File: src/rtl/universal_shift_register.sv
// Purpose : WIDTH-bit register with load/clear/invert and multi-step shift/rotate bursts, one step per clock.
// Latency : single-cycle ops and the first shift step apply at the accept edge; done pulses the cycle after the last step.
// Backpr. : op_ready drops while a burst is running; op_valid seen then is dropped, not queued. Optional USR_PARITY_EN adds parity_out.
module universal_shift_register #(
  parameter int WIDTH = 8,
  parameter int CNT_W = 4,
  parameter logic [WIDTH-1:0] RESET_VAL = '0
) (
  input  logic             clk_signal,
  input  logic             rst_n_signal,
  input  logic             op_valid,
  input  logic [2:0]       op_code,
  input  logic [CNT_W-1:0] op_cnt,
  input  logic [WIDTH-1:0] load_data,
  input  logic             ser_in,
  input  logic             abort,
  output logic             op_ready,
  output logic             done,
  output logic [WIDTH-1:0] dout,
  output logic [WIDTH-1:0] dout_inv,
  output logic             ser_out
`ifdef USR_PARITY_EN
  ,
  output logic             parity_out
`endif
);

  localparam logic [2:0] OP_NOP    = 3'd0;
  localparam logic [2:0] OP_LOAD   = 3'd1;
  localparam logic [2:0] OP_SHL    = 3'd2;
  localparam logic [2:0] OP_SHR    = 3'd3;
  localparam logic [2:0] OP_ROTL   = 3'd4;
  localparam logic [2:0] OP_ROTR   = 3'd5;
  localparam logic [2:0] OP_CLEAR  = 3'd6;
  localparam logic [2:0] OP_INVERT = 3'd7;

  localparam logic ST_IDLE = 1'b0;
  localparam logic ST_RUN  = 1'b1;

  localparam logic [CNT_W-1:0] CNT_ZERO = '0;
  localparam logic [CNT_W-1:0] CNT_ONE  = {{(CNT_W-1){1'b0}}, 1'b1};

  // Reject degenerate configurations at elaboration time.
  generate
    if (WIDTH < 2 || CNT_W < 1) begin : g_bad_param
      $error("universal_shift_register: WIDTH must be >= 2 and CNT_W >= 1");
    end
  endgenerate

  logic             r_state;
  logic [2:0]       r_op;
  logic [CNT_W-1:0] r_remaining;
  logic [WIDTH-1:0] r_dout;
  logic             r_ser_out;
  logic             r_done;

  logic [2:0]       w_cur_op;
  logic [WIDTH-1:0] w_step_dout;
  logic             w_step_ser;

  // The op driving a step is the live op_code at accept, the latched one during a burst.
  assign w_cur_op = (r_state == ST_RUN) ? r_op : op_code;

  // Next register value and leaving bit for one shift/rotate step.
  always_comb begin
    w_step_dout = r_dout;
    w_step_ser  = r_ser_out;
    case (w_cur_op)
      OP_SHL: begin
        w_step_dout = {r_dout[WIDTH-2:0], ser_in};
        w_step_ser  = r_dout[WIDTH-1];
      end
      OP_SHR: begin
        w_step_dout = {ser_in, r_dout[WIDTH-1:1]};
        w_step_ser  = r_dout[0];
      end
      OP_ROTL: begin
        w_step_dout = {r_dout[WIDTH-2:0], r_dout[WIDTH-1]};
        w_step_ser  = r_dout[WIDTH-1];
      end
      OP_ROTR: begin
        w_step_dout = {r_dout[0], r_dout[WIDTH-1:1]};
        w_step_ser  = r_dout[0];
      end
      default: begin
        w_step_dout = r_dout;
        w_step_ser  = r_ser_out;
      end
    endcase
  end

  // Op acceptance, burst sequencing, abort handling and the done pulse.
  always_ff @(posedge clk_signal or negedge rst_n_signal) begin
    if (!rst_n_signal) begin
      r_state     <= ST_IDLE;
      r_op        <= OP_NOP;
      r_remaining <= CNT_ZERO;
      r_dout      <= RESET_VAL;
      r_ser_out   <= 1'b0;
      r_done      <= 1'b0;
    end else begin
      r_done <= 1'b0;
      if (r_state == ST_IDLE) begin
        if (op_valid) begin
          case (op_code)
            OP_NOP: begin
              r_done <= 1'b1;
            end
            OP_LOAD: begin
              r_dout <= load_data;
              r_done <= 1'b1;
            end
            OP_CLEAR: begin
              r_dout <= '0;
              r_done <= 1'b1;
            end
            OP_INVERT: begin
              r_dout <= ~r_dout;
              r_done <= 1'b1;
            end
            default: begin
              r_op <= op_code;
              // A zero-length burst leaves both the register and ser_out alone.
              if (op_cnt != CNT_ZERO) begin
                r_dout    <= w_step_dout;
                r_ser_out <= w_step_ser;
              end
              if (op_cnt > CNT_ONE) begin
                r_state     <= ST_RUN;
                r_remaining <= op_cnt - CNT_ONE;
              end else begin
                r_done <= 1'b1;
              end
            end
          endcase
        end
      end else begin
        if (abort) begin
          // Abort wins over the step: keep the partial value, no done.
          r_state     <= ST_IDLE;
          r_remaining <= CNT_ZERO;
        end else begin
          r_dout      <= w_step_dout;
          r_ser_out   <= w_step_ser;
          r_remaining <= r_remaining - CNT_ONE;
          if (r_remaining == CNT_ONE) begin
            r_state <= ST_IDLE;
            r_done  <= 1'b1;
          end
        end
      end
    end
  end

  assign op_ready = (r_state == ST_IDLE);
  assign done     = r_done;
  assign dout     = r_dout;
  assign dout_inv = ~r_dout;
  assign ser_out  = r_ser_out;

`ifdef USR_PARITY_EN
  assign parity_out = ^r_dout;
`endif

endmodule
File: config.mk
export PLATFORM = sky130hd
export DESIGN_NAME = universal_shift_register
export DESIGN_NICKNAME = d
export VERILOG_FILES = /design/src/rtl/universal_shift_register.sv
export SDC_FILE = /design/constraint.sdc
export NUM_CORES = 1
export LEC_CHECK = 0
export BUFFER_PORTS_ARGS = -buffer_cell sky130_fd_sc_hd__buf_4
export CAP_MARGIN = 20
export CORE_MARGIN = 2
export CORE_UTILIZATION = 47
export CTS_CLUSTER_SIZE = 30
export DETAILED_ROUTE_END_ITERATION = 7
export PLACE_DENSITY = 0.75
export SLEW_MARGIN = 5
export SYNTH_ARGS = -nofsm -noshare
export SYNTH_HDL_FRONTEND = slang
export SYNTH_SLANG_ARGS = --single-unit
export TNS_END_PERCENT = 30
File: constraint.sdc
create_clock -name clk_signal -period 1.74 [get_ports clk_signal]
set_input_delay 0.522 -clock clk_signal [delete_from_list [all_inputs] [get_ports clk_signal]]
set_output_delay 0.522 -clock clk_signal [all_outputs]
set_load 0.01 [all_outputs]
==> results.py <==
metrics = {
    "cts": {
        "path_clk_slew_ns": 0.11,
        "cts_root_buffer": "clkbuf_4",
        "clk_latency_ns": 0.30,
        "cts.sinks": 18,
        "clockBufferDepth": 2,
        "cts_tree": "built",
        "hold_buffers": 0,
        "htreeDepth": 1,
        "cts_buffers": 3,
    },
    "global_routing": {
        "antenna_found_initial": 0,
        "grt_pass1_vias": 1498,
        "overflow": 0,
        "grt_max_degree": 19,
        "grt_pass1_wl_um": 6490,
        "grt_util_all_layers_pct": 24.3,
    },
    "critical_path": {
        "rr_worst_depth": 4,
        "reg2reg_to": "dout[2]",
        "r2r_slack_ns": -0.01,
        "worst-path-stages": 8,
        "criticalPathCategory": "in2reg",
        "end_kind": "flop",
        "r2r-start": "r_state",
        "slowest_delay_ns": 0.42,
        "critPathLaunchType": "input port",
        "cp_top_family": "compound AO/OA/AOI/OAI gates",
        "path_max_fanout": 6,
        "cp.required_ns": 1.93,
        "critPathArrivalTime_ns": 1.95,
        "slowest_stage": "a211oi_4",
        "crit_buf_inv": 2,
        "worstPathCellList": "buf_4, inv_4, ha_4, or4b_4, o21ai_2, a211oi_4, nand2_4, a32o_1",
    },
    "timing": {
        "layout_min_cycle_time_ns": 1.76,
        "maxSlewViolCount": 0,
        "setup_viol": 5,
        "hold_viol": 0,
        "fin_crit_sh_pct": 101,
        "relSlewSlack_pct": 72.0,
        "worst_pin_slew_ns": 0.418,
        "tns_ns": -0.0506,
        "max_freq_mhz": 569,
        "fin_hold_ws_ns": 0.0725,
        "clock_skew_ns": 0.00605,
        "rsz0062_at_grt": "true",
        "worst_slack_ns": -0.0176,
    },
    "routing": {
        "vias_per_cell": 5.77,
        "met3_length_um": 237,
        "wl_met2_um": 2130,
        "firstDrtPassIters": 4,
        "drc": 0,
        "drt-met1-wl_um": 1780,
        "dr_total_vias": 1557,
        "highest_layer": "met4",
        "wire_per_inst_um": 15.5,
        "drt_iter0_markers": 87,
        "drtAntennaViolNets": 0,
        "postRouteWirelength_um": 4180,
    },
    "logic_synthesis": {
        "syn-cell-area_mm2": 0.00145,
        "netlist_instances": 173,
        "muxShareOfSynthArea_pct": 6.29,
        "ys_types": 43,
        "syn_nets": 197,
        "synth.avg_cell_area_um2": 8.40,
        "synth_top_family_by_area": "compound AO/OA/AOI/OAI gates",
        "synth_compound_area_share_pct": 32.0,
        "synth-seq-cells": 18,
        "synth-xor-area-share_pct": 2.41,
        "synth_fa_ha_area_share_pct": 3.45,
        "yosysWarningCount": 0,
        "yosys.area_share.simple_pct": 16.9,
        "ys_seq_area_share_pct": 31.0,
    },
    "power": {
        "power_frac_comb_pct": 58.1,
        "p_leak_uw": 0.000980,
        "power_switching_uw": 1090,
        "power.density_mw_per_mm2": 1240,
        "sw_frac_of_total_pct": 42.6,
        "max-vdd-ir-drop_mv": 0.646,
        "p_int_uw": 1470,
        "clock_power_share_pct": 10.5,
        "sequentialPowerShare_pct": 31.4,
    },
    "placed_design": {
        "portBuffers": 38,
        "gp_congestion": 0.795,
        "placed_area_mm2": 0.00197,
        "dpl.cell_count": 264,
        "dpl.hpwl_um": 3100,
        "pre_cts_slack_ns": -0.644,
    },
    "floorplanning": {
        "num_rows": 20,
        "start_util_pct": 48.4,
        "core_mm2": 0.00300,
        "die_area_mm2": 0.00355,
        "dieWidth_um": 59.6,
        "io_pins": 39,
        "die_h_um": 59.6,
    },
    "cells_and_area": {
        "layout-drive-gt1-share_pct": 38.4,
        "area_delta_synth_final_pct": 42.4,
        "stdcell_count": 270,
        "diodes": 0,
        "design_area_mm2": 0.00207,
        "fill_cells": 261,
        "finalNetCount": 262,
    },
    "run": {
        "drv_cap": 0,
    },
    "worst_hold_path": {
        "hp-class": "in2async",
    },
    "run_status": {
        "violations": "negative setup slack",
        "status": "complete, but fails checks",
    },
}
## final cells by class
cell class / instances / area, um2 / area share [%]
multi-input cells: 134 / 953 / 46.1
clock buffers: 4 / 36.3 / 1.75
repair buffers: 68 / 531 / 25.7
inverters: 13 / 55.1 / 2.66
well taps: 33 / 41.3 / 2.00
flip-flops and latches: 18 / 452 / 21.8
## kinds of logic after synthesis
group                    Yosys count
AO/OA/AOI/OAI                     69
AND/OR/NAND/NOR                   47
buffers and inverters             22
flip-flops                        18
multiplexers                       9
XOR/XNOR                           4
adder cells (fa/ha/maj)            4
## what timing repair did
action	in CTS	in global routing
endpoints found under the setup margin	9	8
pin swaps	1	0
setup buffers	1	0
gates cloned	1	0
gates resized for setup	5	6
## cell usage in the layout (no fill, tap or decap), types with 3 or more instances in the layout
| master | netlist | final |
|---|---|---|
| nor2_1 | 18 | 17 |
| a21o_1 | 3 | 3 |
| xor2_1 | 4 | 4 |
| nor3_1 | 4 | 4 |
| nand2_1 | 9 | 9 |
| ha_1 | 4 | 3 |
| o21ai_0 | 21 | 21 |
| o21ai_1 | 4 | 3 |
| dfrtp_1 | 18 | 17 |
| nor2b_1 | 4 | 3 |
| mux2i_1 | 8 | 8 |
| inv_1 | 12 | 10 |
| nand2b_1 | 4 | 4 |
| a32o_1 | 6 | 6 |
| clkbuf_4 | 0 | 3 |
| a21oi_1 | 15 | 15 |
| buf_4 | 2 | 66 |
## synth_stat cells, drive strengths merged
master,number,area share (%)
a2111oi,1,0.60
a211oi,1,0.86
a21o,4,2.6
a21oi,16,6.3
a221oi,2,1.2
a22o,1,0.60
a22oi,1,0.52
a31oi,2,0.86
a32o,6,4.1
and2,1,0.43
and2b,1,0.52
buf,7,4.0
clkbuf,2,0.60
clkinv,1,0.26
dfrtp,18,31
ha,4,3.4
inv,12,3.1
mux2,1,0.78
mux2i,8,5.5
nand2,11,3.9
nand2b,4,1.7
nand3b,2,1.0
nor2,18,4.7
nor2b,4,1.7
nor3,4,1.4
o211ai,2,1.0
o21ai,26,9.2
o22a,2,1.2
o22ai,3,1.7
o31a,1,0.60
o31ai,1,0.52
or3b,1,0.60
or4b,1,0.95
xor2,4,2.4
## through the flow
stage / total power (uW) / utilization (%)
6_report: 2570 / 68.9
5_1_grt: 2740 / 68.9
3_5_place_dp: 2230 / 65.5
4_1_cts: 2530 / 67.8
3_3_place_gp: 2170 / 65.5
2_1_floorplan: 1570 / -
## metal layers
layer  global-route usage [%]  up-vias
met5                        0        -
met4                     10.2        0
met3                     2.40        4
met2                     44.4       58
met1                     28.7      734
li1                         -      761
## registers in the layout, summed over array words and instances (netlist names)
signal       flops
r_remaining      4
r_op             3
dout             8
ser_out          1
r_state          1
done             1
## power groups by stage
| stage | registers (uW) | clock network (uW) | logic [uW] |
|---|---|---|---|
| finish | 806 | 269 | 1490 |
| global route | 829 | 288 | 1620 |
| CTS | 796 | 274 | 1460 |
| detailed placement | 804 | 0 | 1420 |
| global placement | 796 | 0 | 1370 |
| floorplan | 796 | 0 | 771 |
## worst max path at each step
stage                    from       to  slack, ns
detailed placement  op_cnt[1]  dout[2]      -0.64
finish              op_cnt[1]  dout[2]      -0.02
floorplan           op_cnt[1]  dout[1]       -0.1
global placement    op_cnt[1]  dout[3]      -0.52
global route        op_cnt[1]  dout[5]      -0.05
CTS                   r_state  dout[6]      -0.02
No activity file was read; power rests on OpenSTA's default activity.
